## config.mk

```make
export PLATFORM = sky130hd
export DESIGN_NAME = fft_butterfly_pipe_flat
export DESIGN_NICKNAME = d
export VERILOG_FILES = /design/src/rtl/fft_butterfly_pipe_if.sv /design/src/rtl/fft_butterfly_pipe.sv /design/src/flat_wrapper.sv
export SDC_FILE = /design/constraint.sdc
export NUM_CORES = 2
export LEC_CHECK = 0
export ABC_AREA = 1
export BUFFER_PORTS_ARGS = -buffer_cell sky130_fd_sc_hd__buf_2
export CAP_MARGIN = 20
export CORE_ASPECT_RATIO = 1.2
export CORE_MARGIN = 5
export CORE_UTILIZATION = 55
export DETAILED_ROUTE_END_ITERATION = 6
export GPL_TIMING_DRIVEN = 0
export HOLD_SLACK_MARGIN = 0.1
export PLACE_DENSITY_LB_ADDON = 0.25
export SYNTH_ARGS = -nofsm -noshare
export SYNTH_HDL_FRONTEND = slang
export SYNTH_SLANG_ARGS = --single-unit
```

## constraint.sdc

```tcl
create_clock -name clk -period 8.9 [get_ports clk]
set_clock_uncertainty 0.2 [all_clocks]
set_input_delay 0.89 -clock clk [delete_from_list [all_inputs] [get_ports clk]]
set_output_delay 0.89 -clock clk [all_outputs]
set_load 0.02 [all_outputs]
```

## src/rtl/fft_butterfly_pipe_if.sv

```systemverilog
// Purpose : stream bundle for fft_butterfly_pipe (input beat, output beat, overflow control).
// Latency : none; wiring only.
// Backpressure: in_ready/out_ready carry stalls; signals are plain nets.
//
// Ports (via modports):
//   master : drives in_valid, a, b, twiddle, inverse, scale, out_ready, ovf_clr
//   slave  : drives in_ready, out_valid, aout, bout, out_sat, ovf_sticky
interface fft_butterfly_pipe_if #(
  parameter int W = 16
);
  logic            in_valid;
  logic            in_ready;
  logic [2*W-1:0]  a;
  logic [2*W-1:0]  b;
  logic [2*W-1:0]  twiddle;
  logic            inverse;
  logic            scale;
  logic            out_valid;
  logic            out_ready;
  logic [2*W-1:0]  aout;
  logic [2*W-1:0]  bout;
  logic            out_sat;
  logic            ovf_sticky;
  logic            ovf_clr;

  modport master (
    output in_valid, a, b, twiddle, inverse, scale, out_ready, ovf_clr,
    input  in_ready, out_valid, aout, bout, out_sat, ovf_sticky
  );

  modport slave (
    input  in_valid, a, b, twiddle, inverse, scale, out_ready, ovf_clr,
    output in_ready, out_valid, aout, bout, out_sat, ovf_sticky
  );
endinterface

```

## src/rtl/fft_butterfly_pipe.sv

```systemverilog
// Purpose : pipelined radix-2 DIT butterfly, aout = a + b*w, bout = a - b*w (conj(w) when inverse).
// Latency : 3 cycles from input transfer to out_valid, 1 beat/cycle throughput.
// Backpressure: whole pipe freezes while out_valid & ~out_ready; in_ready = ~stall (combinational).
//
// Ports:
//   clk, reset : clock, synchronous active-high reset
//   bus        : slave side of fft_butterfly_pipe_if; samples packed {re, im} in Q1.(W-1),
//                inverse/scale travel with the beat, out_sat flags a clipped beat,
//                ovf_sticky latches any transferred clipped beat until ovf_clr.
module fft_butterfly_pipe #(
  parameter int W = 16
) (
  input  logic                  clk,
  input  logic                  reset,
  fft_butterfly_pipe_if.slave   bus
);

  localparam int PW = 2 * W;
  // Half an LSB of the rounded result, added before dropping W-1 fraction bits.
  localparam logic signed [PW:0] RND = (PW+1)'(2 ** (W - 2));

  // ------------------------------------------------------------------
  // Flow control: a single global enable; no internal bubbles are squeezed,
  // the stage valids simply travel with their data.
  // ------------------------------------------------------------------
  logic stall;
  logic adv;
  logic v1, v2, v3;

  assign stall         = v3 & ~bus.out_ready;
  assign adv           = ~stall;
  assign bus.in_ready  = adv;
  assign bus.out_valid = v3;

  // ------------------------------------------------------------------
  // S1: four real partial products
  // ------------------------------------------------------------------
  logic signed [W-1:0] b_re, b_im, w_re, w_im;

  assign b_re = bus.b[PW-1:W];
  assign b_im = bus.b[W-1:0];
  assign w_re = bus.twiddle[PW-1:W];
  assign w_im = bus.twiddle[W-1:0];

  logic signed [PW-1:0] m_rr, m_ii, m_ri, m_ir;
  logic [PW-1:0]        a1;
  logic                 inv1, scl1;

  always_ff @(posedge clk) begin
    if (reset) begin
      v1   <= 1'b0;
      m_rr <= '0;
      m_ii <= '0;
      m_ri <= '0;
      m_ir <= '0;
      a1   <= '0;
      inv1 <= 1'b0;
      scl1 <= 1'b0;
    end else if (adv) begin
      v1   <= bus.in_valid;
      m_rr <= PW'(b_re) * PW'(w_re);
      m_ii <= PW'(b_im) * PW'(w_im);
      m_ri <= PW'(b_re) * PW'(w_im);
      m_ir <= PW'(b_im) * PW'(w_re);
      a1   <= bus.a;
      inv1 <= bus.inverse;
      scl1 <= bus.scale;
    end
  end

  // ------------------------------------------------------------------
  // S2: complex product, round to nearest, keep W+1 bits (no clipping yet;
  // the extra integer bit is needed because |b*w| can reach ~2).
  // ------------------------------------------------------------------
  logic signed [PW:0] pr_sum, pi_sum, pr_rnd, pi_rnd;

  always_comb begin
    pr_sum = '0;
    pi_sum = '0;
    if (inv1) begin
      pr_sum = (PW+1)'(m_rr) + (PW+1)'(m_ii);
      pi_sum = (PW+1)'(m_ir) - (PW+1)'(m_ri);
    end else begin
      pr_sum = (PW+1)'(m_rr) - (PW+1)'(m_ii);
      pi_sum = (PW+1)'(m_ri) + (PW+1)'(m_ir);
    end
  end

  assign pr_rnd = pr_sum + RND;
  assign pi_rnd = pi_sum + RND;

  // The arithmetic shift by W-1 followed by truncation to W+1 bits is just
  // the bit window [PW-1:W-1]; the remaining bits are intentionally dropped.
  logic unused_rnd_bits;
  assign unused_rnd_bits = ^{pr_rnd[PW], pr_rnd[W-2:0], pi_rnd[PW], pi_rnd[W-2:0]};

  logic signed [W:0] t2_re, t2_im;
  logic [PW-1:0]     a2;
  logic              scl2;

  always_ff @(posedge clk) begin
    if (reset) begin
      v2    <= 1'b0;
      t2_re <= '0;
      t2_im <= '0;
      a2    <= '0;
      scl2  <= 1'b0;
    end else if (adv) begin
      v2    <= v1;
      t2_re <= pr_rnd[PW-1:W-1];
      t2_im <= pi_rnd[PW-1:W-1];
      a2    <= a1;
      scl2  <= scl1;
    end
  end

  // ------------------------------------------------------------------
  // S3: butterfly sums at W+2 bits, optional rounded halving, clipping
  // ------------------------------------------------------------------
  function automatic logic signed [W+1:0] halve(input logic signed [W+1:0] s, input logic en);
    logic signed [W+1:0] r;
    r = s + (W+2)'(1);
    return en ? (r >>> 1) : s;
  endfunction

  // Returns {clipped, value}; in range when the top three bits agree.
  function automatic logic [W:0] clip(input logic signed [W+1:0] s);
    if (s[W+1:W-1] == 3'b000 || s[W+1:W-1] == 3'b111)
      return {1'b0, s[W-1:0]};
    else if (s[W+1])
      return {1'b1, 1'b1, {(W-1){1'b0}}};
    else
      return {1'b1, 1'b0, {(W-1){1'b1}}};
  endfunction

  logic signed [W-1:0] a2_re, a2_im;
  logic signed [W+1:0] sa_re, sa_im, sb_re, sb_im;
  logic [W:0]          ca_re, ca_im, cb_re, cb_im;

  assign a2_re = a2[PW-1:W];
  assign a2_im = a2[W-1:0];

  assign sa_re = halve((W+2)'(a2_re) + (W+2)'(t2_re), scl2);
  assign sa_im = halve((W+2)'(a2_im) + (W+2)'(t2_im), scl2);
  assign sb_re = halve((W+2)'(a2_re) - (W+2)'(t2_re), scl2);
  assign sb_im = halve((W+2)'(a2_im) - (W+2)'(t2_im), scl2);

  assign ca_re = clip(sa_re);
  assign ca_im = clip(sa_im);
  assign cb_re = clip(sb_re);
  assign cb_im = clip(sb_im);

  logic [PW-1:0] aout_q, bout_q;
  logic          sat_q;
  logic          sticky_q;

  always_ff @(posedge clk) begin
    if (reset) begin
      v3     <= 1'b0;
      aout_q <= '0;
      bout_q <= '0;
      sat_q  <= 1'b0;
    end else if (adv) begin
      v3     <= v2;
      aout_q <= {ca_re[W-1:0], ca_im[W-1:0]};
      bout_q <= {cb_re[W-1:0], cb_im[W-1:0]};
      sat_q  <= ca_re[W] | ca_im[W] | cb_re[W] | cb_im[W];
    end
  end

  // A clipped beat leaving the block outranks a simultaneous clear.
  always_ff @(posedge clk) begin
    if (reset)
      sticky_q <= 1'b0;
    else if (v3 & bus.out_ready & sat_q)
      sticky_q <= 1'b1;
    else if (bus.ovf_clr)
      sticky_q <= 1'b0;
  end

  assign bus.aout       = aout_q;
  assign bus.bout       = bout_q;
  assign bus.out_sat    = sat_q;
  assign bus.ovf_sticky = sticky_q;

endmodule

```

## src/flat_wrapper.sv

```systemverilog
// flat-port wrapper written by rule: the top's interface ports become plain ports
module fft_butterfly_pipe_flat 
#(
  parameter int W = 16
)
  (clk, reset, bus_in_valid, bus_a, bus_b, bus_twiddle, bus_inverse, bus_scale, bus_out_ready, bus_ovf_clr, bus_in_ready, bus_out_valid, bus_aout, bus_bout, bus_out_sat, bus_ovf_sticky);
  fft_butterfly_pipe_if #(.W(W)) bus_i ();
  input  logic clk;
  input  logic reset;
  input wire logic [$bits(bus_i.in_valid)-1:0] bus_in_valid;
  input wire logic [$bits(bus_i.a)-1:0] bus_a;
  input wire logic [$bits(bus_i.b)-1:0] bus_b;
  input wire logic [$bits(bus_i.twiddle)-1:0] bus_twiddle;
  input wire logic [$bits(bus_i.inverse)-1:0] bus_inverse;
  input wire logic [$bits(bus_i.scale)-1:0] bus_scale;
  input wire logic [$bits(bus_i.out_ready)-1:0] bus_out_ready;
  input wire logic [$bits(bus_i.ovf_clr)-1:0] bus_ovf_clr;
  output wire logic [$bits(bus_i.in_ready)-1:0] bus_in_ready;
  output wire logic [$bits(bus_i.out_valid)-1:0] bus_out_valid;
  output wire logic [$bits(bus_i.aout)-1:0] bus_aout;
  output wire logic [$bits(bus_i.bout)-1:0] bus_bout;
  output wire logic [$bits(bus_i.out_sat)-1:0] bus_out_sat;
  output wire logic [$bits(bus_i.ovf_sticky)-1:0] bus_ovf_sticky;
  assign bus_i.in_valid = bus_in_valid;
  assign bus_i.a = bus_a;
  assign bus_i.b = bus_b;
  assign bus_i.twiddle = bus_twiddle;
  assign bus_i.inverse = bus_inverse;
  assign bus_i.scale = bus_scale;
  assign bus_i.out_ready = bus_out_ready;
  assign bus_i.ovf_clr = bus_ovf_clr;
  assign bus_in_ready = bus_i.in_ready;
  assign bus_out_valid = bus_i.out_valid;
  assign bus_aout = bus_i.aout;
  assign bus_bout = bus_i.bout;
  assign bus_out_sat = bus_i.out_sat;
  assign bus_ovf_sticky = bus_i.ovf_sticky;
  fft_butterfly_pipe #(.W(W)) u_core (.clk(clk), .reset(reset), .bus(bus_i));
endmodule
```

==> flow_metrics.tcl <==
set metrics [dict create \
    status "finished with violations" \
    violations "DRC" \
    holdWs_ns 0.263 \
    crit_arrival_ns 9.02 \
    wl_mm 235 \
    report.final.slew_viol_count 0 \
    ys_ff_latch 298 \
    syn_to_final_growth_pct 6.42 \
    drtIter0Drc 4840 \
    critPathLaunchType "primary input" \
    path_depth 22 \
    synth-main-ff-cell "dfxtp_1" \
    start_util_pct 55.1 \
    die_h_microns 381 \
    routabilityCongestion 1.03 \
    critPathTopFamily "adder cells" \
    crit_type "primary input to register" \
    ctsHoldBuffers 0 \
    synth_fp_nets 10300 \
    slew_headroom_pct 11.4 \
    path_common_cell "fa_1" \
    wl_per_cell_microns 22.5 \
    nFillCells 11000 \
    worstMarginPinSlew_ns 1.33 \
    cts_buffers 28 \
    syn_avg_cell_area_sq_um 7.27 \
    synthSimpleGateAreaFrac_pct 19.3 \
    rsz0062_at_grt "no" \
    syn_area_sq_um 62900 \
    critical_path.max_fanout 10 \
    cts.sinks 298 \
    grt_pass1_vias 58400 \
    synth_mux_area_share_pct 0 \
    viasPerCell 5.52 \
    ys_warn_count 0 \
    crit_required_ns 9.15 \
    cp_num_buf_inv 5 \
    crit_path_top_delay_cell "clkbuf_1" \
    yosysUniqueCellTypes 58 \
    cts.clk_slew.worst_paths_ns 0.07 \
    maxCapViolCount 0 \
    cp_slowest_stage_delay_ns 0.89 \
    cts_tree "yes" \
    hold_viol_final 0 \
    hpwlAfterDp_mm 198 \
    die-area_sq_um 121000 \
    grt_pass1_wl_mm 348 \
    grt_max_degree 17 \
    grt_use_total_pct 38.2 \
    synth_enable_flop_cells 0 \
    cp_cell_sequence "buf_2 > clkbuf_1 > nand2_1 > inv_1 > fa_1 > fa_1 > inv_1 > fa_1 > fa_1 > fa_1 > fa_1 > inv_1 > ha_1 > a21oi_1 > o21ai_0 > a21oi_1 > nand3_1 > nand3_1 > nand2_1 > a211oi_1 > xor2_1 > a21oi_1" \
    die_w_microns 319 \
    port_buffers 170 \
    ff_latch_area_sq_um 5970 \
    ctsHtreeMaxLevel 1 \
    tns_ns 0 \
    post-route-drc-count 1 \
    whs_path_depth 2 \
    synth_xor_area_share_pct 3.37 \
    fin_crit_sh_pct 98.5 \
    min_period_ns 8.77 \
    drive_gt1_share_pct 4.71 \
    num_vias 57500 \
    synth-compound-area-share_pct 9.56 \
    std_cell_rows 136 \
    cp-end-kind "register" \
    syn_inst 8656 \
    clk_latency_ns 0.60 \
    fmaxAchievable_mhz 114 \
    reg2reg_depth 26 \
    nets 10500 \
    setup_viol 0 \
    async_flop_share_pct 0 \
    ctsResizeCount 0 \
    multi_input_area_sq_um 47100 \
    root_buffer "clkbuf_16" \
    synth_fa_ha_area_share_pct 42.7 \
    cts_buffer_depth 3 \
    ant_nets 0 \
    cts_setup_buffers 0 \
    core-area_sq_um 114000 \
    firstDrtPassIters 7 \
    synth_top_family_by_area "adder cells" \
    ios 171 \
    ys_seq_area_share_pct 9.48 \
    antenna_found_initial 9 \
    grt_overflow_total 0 \
    hp-class "register to register" \
]
[metrics by stage]
| stage | worst slack (ns) | util [%] | area, sq um | std cells |
|---|---|---|---|---|
| global placement | -0.130 | 57.5 | 65700 | 10300 |
| finish | 0.131 | 58.7 | 67000 | 10400 |
| global route | 0.0239 | 58.7 | 67000 | 10400 |
| floorplan | 2.27 | - | 62900 | 8656 |
| detailed placement | -0.131 | 57.7 | 65900 | 10400 |
| CTS | 0.481 | 58.6 | 66900 | 10400 |
[state kept, by name, indices dropped and copies added, names as in the netlist, 17 cells and up]
signal           cells
u_core.a1           32
u_core.a2           32
u_core.bus.aout     32
u_core.bus.bout     32
u_core.m_ii         32
u_core.m_ir         32
u_core.m_ri         32
u_core.m_rr         32
u_core.t2_im        17
u_core.t2_re        17
[final timing paths]
| path | startpoint | endpoint | slack [ns] |
|---|---|---|---|
| worst min-delay path | u_core.v2$_SDFFE_PP0N_ | u_core.v2$_SDFFE_PP0N_ | 0.26 |
| worst max register to register | u_core.m_ii[0]$_SDFFE_PP0N_ | u_core.t2_re[14]$_SDFFE_PP0N_ | 3.43 |
| worst max-delay path | bus_b[31] | u_core.m_rr[31]$_SDFFE_PP0N_ | 0.13 |
| worst min register to register | u_core.v2$_SDFFE_PP0N_ | u_core.v2$_SDFFE_PP0N_ | 0.26 |
[Yosys cell counts (3+ instances only)]
| library cell | n | area [sq um] |
|---|---|---|
| o211ai_1 | 70 | 526 |
| nor2_2 | 24 | 150 |
| a31oi_1 | 18 | 113 |
| nand4_1 | 57 | 357 |
| o31ai_1 | 8 | 60.1 |
| buf_1 | 9 | 33.8 |
| nand2_4 | 6 | 67.6 |
| o21ai_1 | 9 | 45.0 |
| fa_1 | 1052 | 21100 |
| ha_1 | 464 | 5810 |
| inv_1 | 2232 | 8380 |
| nand3_2 | 10 | 100 |
| xor2_1 | 145 | 1270 |
| clkbuf_1 | 287 | 1080 |
| a21boi_0 | 8 | 60.1 |
| o221ai_1 | 24 | 210 |
| inv_2 | 18 | 67.6 |
| buf_4 | 11 | 82.6 |
| nor3_1 | 57 | 285 |
| clkinv_1 | 3 | 11.3 |
| buf_6 | 12 | 135 |
| a21oi_2 | 32 | 280 |
| nand3_1 | 254 | 1270 |
| dfxtp_1 | 298 | 5970 |
| o22ai_1 | 11 | 68.8 |
| nand2_1 | 1916 | 7190 |
| o21ai_0 | 408 | 2040 |
| a21oi_1 | 345 | 1730 |
| xnor2_1 | 90 | 788 |
| nor2_4 | 3 | 33.8 |
| a21oi_4 | 3 | 48.8 |
| nor2_1 | 565 | 2120 |
| nand3b_1 | 15 | 113 |
| buf_2 | 10 | 50.1 |
| and2_1 | 5 | 31.3 |
| o21a_1 | 9 | 67.6 |
| or2_2 | 13 | 81.3 |
| o21bai_1 | 63 | 473 |
| nor4_1 | 19 | 119 |
| a211oi_1 | 8 | 60.1 |
| nand2_2 | 27 | 169 |
| xor2_2 | 4 | 65.1 |
| a21o_1 | 14 | 105 |
[cells by family (layout without fill, tap and decap cells)]
family | Yosys count | count (layout)
DFF | 298 | 298
other | 0 | 5
xor gates and xnor gates | 239 | 239
adders and majority gates | 1516 | 1516
buffers and inverters | 2584 | 2825
and+or+nand+nor | 2976 | 2976
AOI/OAI and AO/OA | 1043 | 1043
[tightest hold or removal path, delay by kind of cell (launching register included)]
family	cells	cell delay, ns
flops	1	0.30
buf+inv	1	0.06
compound gates	1	0.06
[cell usage in the layout, fill, tap and decap left out, drive strengths merged, types with 2 or more instances in the layout]
cell type  instances
ha               464
a21oi            380
nor4              19
clkinv             8
o211ai            71
nand3            264
a21boi             8
bufinv             5
a31oi             18
o21bai            64
buf              230
nand3b            15
nand2           1949
and2               5
diode              5
nor3              59
clkbuf           326
o2111ai            2
or2               14
dfxtp            298
nor2             592
inv             2255
a21o              14
fa              1052
o221ai            24
a221oi             2
xor2             149
o21ai            417
o31ai              8
o21a               9
a211oi             8
xnor2             90
nand4             57
a31o               2
o22ai             11
[per-layer routing]
| layer | global-route usage (%) | vias to the layer above | wire (microns) |
|---|---|---|---|
| met5 | 0 | - | 34 |
| met4 | 33.7 | 6 | 27400 |
| met3 | 8.56 | 919 | 21500 |
| met2 | 62.7 | 2766 | 108000 |
| met1 | 41.4 | 27600 | 78300 |
| li1 | - | 26200 | - |
[cell type report]
type / count / area share [%]
clock buffers: 36 / 1.17
multi-input cells: 5774 / 70.4
flip-flops and latches: 298 / 8.91
plain buffers: 331 / 2.07
well taps: 1518 / 2.84
diodes: 5 / 0.0187
inverters: 2253 / 12.6
clock inverters: 16 / 0.342
repair buffers: 189 / 1.67
Power is not shown: default switching activity piles up to over one toggle a cycle in this logic, so the estimate is an artifact.
